<file path="src/rtl/arith_pkg.sv">
// Shared types and helpers for the bit-serial arithmetic blocks.
package arith_pkg;

  typedef enum logic [1:0] {
    IDLE = 2'd0,
    RUN  = 2'd1,
    DONE = 2'd2
  } state_t;

  // Bit counter width able to index every bit position of a WIDTH-bit operand
  function automatic int unsigned cnt_width(input int unsigned w);
    return (w < 2) ? 1 : $clog2(w);
  endfunction

endpackage

</file>
<file path="src/rtl/full_subtractor.sv">
// Single-bit full subtractor cell: d = x - y - bin, with borrow out.
module full_subtractor (
  input  logic x,
  input  logic y,
  input  logic bin,
  output logic d,
  output logic bout
);

  // Difference and borrow-out for one bit position
  always_comb begin
    d    = x ^ y ^ bin;
    bout = (~x & y) | (~(x ^ y) & bin);
  end

endmodule

</file>
<file path="src/rtl/serial_subtractor.sv">
// Bit-serial unsigned subtractor: diff = a - b, one bit per clock, LSB first.
module serial_subtractor
  import arith_pkg::*;
#(
  parameter int unsigned WIDTH = 8
) (
  input  logic             clk,
  input  logic             rst_n,
  input  logic             start,
  input  logic [WIDTH-1:0] a,
  input  logic [WIDTH-1:0] b,
  output logic             busy,
  output logic             done,
  output logic [WIDTH-1:0] diff,
  output logic             borrow
);

  localparam int unsigned   CW   = cnt_width(WIDTH);
  localparam logic [CW-1:0] LAST = CW'(WIDTH - 1);

  state_t           state;
  state_t           state_nxt;
  logic [CW-1:0]    cnt;
  logic [WIDTH-1:0] a_sr;
  logic [WIDTH-1:0] b_sr;
  logic [WIDTH-1:0] res_sr;
  logic             borrow_q;
  logic             d_c;
  logic             bout_c;

  full_subtractor u_cell (
    .x    (a_sr[0]),
    .y    (b_sr[0]),
    .bin  (borrow_q),
    .d    (d_c),
    .bout (bout_c)
  );

  // Next-state logic
  always_comb begin
    state_nxt = state;
    unique case (state)
      IDLE:    if (start) state_nxt = RUN;
      RUN:     if (cnt == LAST) state_nxt = DONE;
      DONE:    state_nxt = IDLE;
      default: state_nxt = IDLE;
    endcase
  end

  // State register with registered status flags decoded from the next state
  always_ff @(posedge clk or negedge rst_n) begin
    if (!rst_n) begin
      state <= IDLE;
      busy  <= 1'b0;
      done  <= 1'b0;
    end else begin
      state <= state_nxt;
      busy  <= (state_nxt == RUN);
      done  <= (state_nxt == DONE);
    end
  end

  // Operand/result shift registers, borrow flop and bit counter
  always_ff @(posedge clk or negedge rst_n) begin
    if (!rst_n) begin
      a_sr     <= '0;
      b_sr     <= '0;
      res_sr   <= '0;
      borrow_q <= 1'b0;
      cnt      <= '0;
    end else if (state == IDLE && start) begin
      a_sr     <= a;
      b_sr     <= b;
      borrow_q <= 1'b0;
      cnt      <= '0;
    end else if (state == RUN) begin
      a_sr     <= a_sr >> 1;
      b_sr     <= b_sr >> 1;
      res_sr   <= {d_c, res_sr[WIDTH-1:1]};
      borrow_q <= bout_c;
      // Hold on the last bit so the counter never wraps
      if (cnt != LAST) cnt <= cnt + CW'(1);
    end
  end

  // Result is exposed straight from the result register and borrow flop
  assign diff   = res_sr;
  assign borrow = borrow_q;

endmodule
</file>
<file path="config.mk">
export PLATFORM = sky130hd
export DESIGN_NAME = serial_subtractor
export DESIGN_NICKNAME = d
export VERILOG_FILES = /design/src/rtl/arith_pkg.sv /design/src/rtl/full_subtractor.sv /design/src/rtl/serial_subtractor.sv
export SDC_FILE = /design/constraint.sdc
export NUM_CORES = 1
export LEC_CHECK = 0
export CORE_UTILIZATION = 31
export DETAILED_ROUTE_END_ITERATION = 10
export HOLD_SLACK_MARGIN = 0.06
export MAX_ROUTING_LAYER = met4
export SKIP_LAST_GASP = 1
export SLEW_MARGIN = 20
export SYNTH_ARGS = -nofsm -noshare
export SYNTH_HDL_FRONTEND = slang
export SYNTH_SLANG_ARGS = --single-unit
export TNS_END_PERCENT = 30
</file>
<file path="constraint.sdc">
create_clock -name clk -period 1.7 [get_ports clk]
set_input_delay 0.17 -clock clk [delete_from_list [all_inputs] [get_ports clk]]
set_output_delay 0.17 -clock clk [all_outputs]
set_load 0.01 [all_outputs]
</file>
==> flow_summary.yaml <==
status:
  status: "complete, no violations"
clock_tree:
  insertion_delay_ps: 280
  cts.clk_slew.worst_paths_ps: 60
  cts_made_buffers: 5
  cts.sinks: 32
  post_cts_buffers: 0
  cts-root-buf: "clkbuf_8"
  clock_tree.buffer_depth: 2
  h-tree-depth: 2
  cts_tree: "built"
  hold_buffers: 0
timing:
  maxSlewViolCount: 0
  rsz0062_at_grt: "no"
  worstMarginPinSlew_ps: 631
  fin_skew_ps: 3.09
  fin_crit_sh: 0.883
  finalWorstPathRequiredPeriod_ps: 1500
  fin_setup_tns_ps: 0
  slew_headroom: 0.579
  setup_violations: 0
  fmax_mhz: 666
  hold_viol_final: 0
power:
  p_total_mw: 3.32
  power.leakage_nw: 0.767
  power_density_nw_per_um2: 1800
  vdd_ir_drop_max_uv: 701
detailed_routing:
  drt_first_pass_iters: 4
  drc: 0
  avgViaCountPerCell: 5.22
  wl_per_cell_microns: 14.6
  wl_mm: 3.03
  initialDrtViolationCount: 64
  ant_nets: 0
  vias: 1080
synth:
  ys_warn_count: 0
  yosysTopAreaCell: "dfrtp_1"
  synth-edff-count: 0
  synthArstFlopShare: 1.00
  synth_common_cells: "dfrtp_1 (32), o22ai_1 (20), a21oi_1 (11), mux2_2 (8), o21ai_0 (6)"
  netlist_top_cells_area: "dfrtp_1 (57%), o22ai_1 (8.8%), mux2_2 (6.4%)"
  ys_ff_latch: 32
  synth_nets: 143
  synth_top_area_frac: 0.566
  syn_inst: 121
  ys_seq_area_frac: 0.566
  syn_avg_cell_area_sq_um: 11.7
  syn_area_sq_um: 1410
  synth_top_flop_cell: "dfrtp_1"
  yosysMostFrequentCell: "dfrtp_1"
  ys_types: 26
placement:
  dp_hpwl_mm: 2.14
  io_buffer_count: 29
  gp_congestion: 0.733
floorplanning:
  dieArea_sq_um: 4840
  io_pins: 30
  dieWidth_microns: 69.5
  die_y_microns: 69.5
  start_util: 0.325
  num_rows: 24
  core_sq_um: 4350
setup_path:
  worst_r2r_endpoint: "cnt[0]"
  path_max_fanout: 8
  cp.arrival_ps: 1670
  r2r.worst_path.cells: 4
  startpoint_type: "register"
  critPathCaptureType: "register"
  path_class: "reg -> reg"
  crit-reg2reg-launch: "cnt[0]"
  worstPathRequired_ps: 1870
  r2r_slack_ps: 200
  critPathLaunch: "cnt[0]"
finish:
  utilization: 0.423
  finalNetCount: 176
  nFillCells: 411
  syn_to_final_growth_pct: 30.4
  final_layout_size_suffix_gt1_frac: 0.148
  num_antenna_cells: 0
global_routing:
  grt_pass1_vias: 1095
  overflow: 0
  grt_pass1_wl_mm: 5.22
  antenna_found_initial: 0
  grt_max_degree: 33
  grt.total_usage: 0.145
flow_run:
  drv_cap: 0
worst_hold_path:
  hold_class: "in -> async"
==> routing by layer <==
| layer | GRT usage | vias up | part of all wire |
|---|---|---|---|
| li1 | - | 515 | - |
| met1 | 0.172 | 526 | 0.45 |
| met2 | 0.228 | 34 | 0.49 |
| met3 | 0.0567 | 5 | 0.053 |
| met4 | 0.0408 | 0 | 0.013 |
| met5 | - | - | 0 |
==> worst max path at each step <==
stage,end,slack [ps]
finish,cnt[0],200
global route,cnt[0],50
global placement,a_sr[1],280
floorplan,cnt[0],350
detailed placement,cnt[0],110
CTS,cnt[0],90
==> registers in the layout, summed over array words and instances, names as in the netlist <==
| name | cells |
|---|---|
| a_sr | 8 |
| b_sr | 8 |
| diff | 8 |
| cnt | 3 |
| state | 2 |
| borrow | 1 |
| busy | 1 |
| done | 1 |
==> power by group <==
part	leakage (nW)	switching (mW)	internal (mW)	total (mW)
sequential	0.379	0.226	1.12	1.34
clock	0.0510	0.274	0.322	0.596
combinational	0.337	0.613	0.766	1.38
total	0.767	1.11	2.21	3.32
==> per-stage QoR <==
stage	instance area [sq um]	hold WS (ps)	cells	setup WS (ps)
6_report	1840	291	207	199
5_1_grt	1840	324	207	52.6
4_1_cts	1840	309	207	90.9
3_5_place_dp	1750	511	199	110
3_3_place_gp	1750	490	199	277
2_1_floorplan	1410	-126	121	348
==> area by class of cell <==
cell class,instances,area (sq um),area share
sequential,32,801,0.434
multi-input combinational,77,542,0.294
timing repair buffer,34,328,0.178
clock buffer,6,82.6,0.0448
tap,52,65.1,0.0353
inverter,4,15.0,0.00815
clock inverter,2,10.0,0.00543
==> cell families after synthesis <==
kind of cell	count (synthesis)	synth area share
buffers and inverters	12	0.0504
and+or+nand+nor	20	0.0805
AOI/OAI and AO/OA	46	0.207
DFF	32	0.566
muxes	8	0.0637
adders and majority gates	3	0.0319
==> cell usage in the layout (no fill, tap or decap), drive strengths merged, types with 2 or more instances in the layout <==
master | synthesis | routed
dfrtp | 32 | 32
clkdlybuf4s50 | 0 | 29
o22ai | 20 | 20
a21oi | 11 | 11
mux2 | 8 | 8
o21ai | 6 | 6
clkbuf | 1 | 6
nand2 | 5 | 5
a2bb2oi | 5 | 5
buf | 7 | 5
inv | 4 | 4
nand2b | 4 | 4
nor2 | 3 | 3
and3 | 2 | 2
nand3b | 2 | 2
o221a | 2 | 2
nor3b | 2 | 2
ha | 2 | 2
clkinv | 0 | 2
==> worst max-delay path: stages, from the launching register on <==
cell and delay, ps:
dfrtp_1 420, ha_1 220, ha_1 260, nand2b_1 220, o311ai_1 280
==> repair_timing <==
item	CTS	global route
endpoints found under the setup margin	0	1
hold endpoints to repair	0	0
gates resized for setup	0	1
Power figures use the tool's default switching activity.
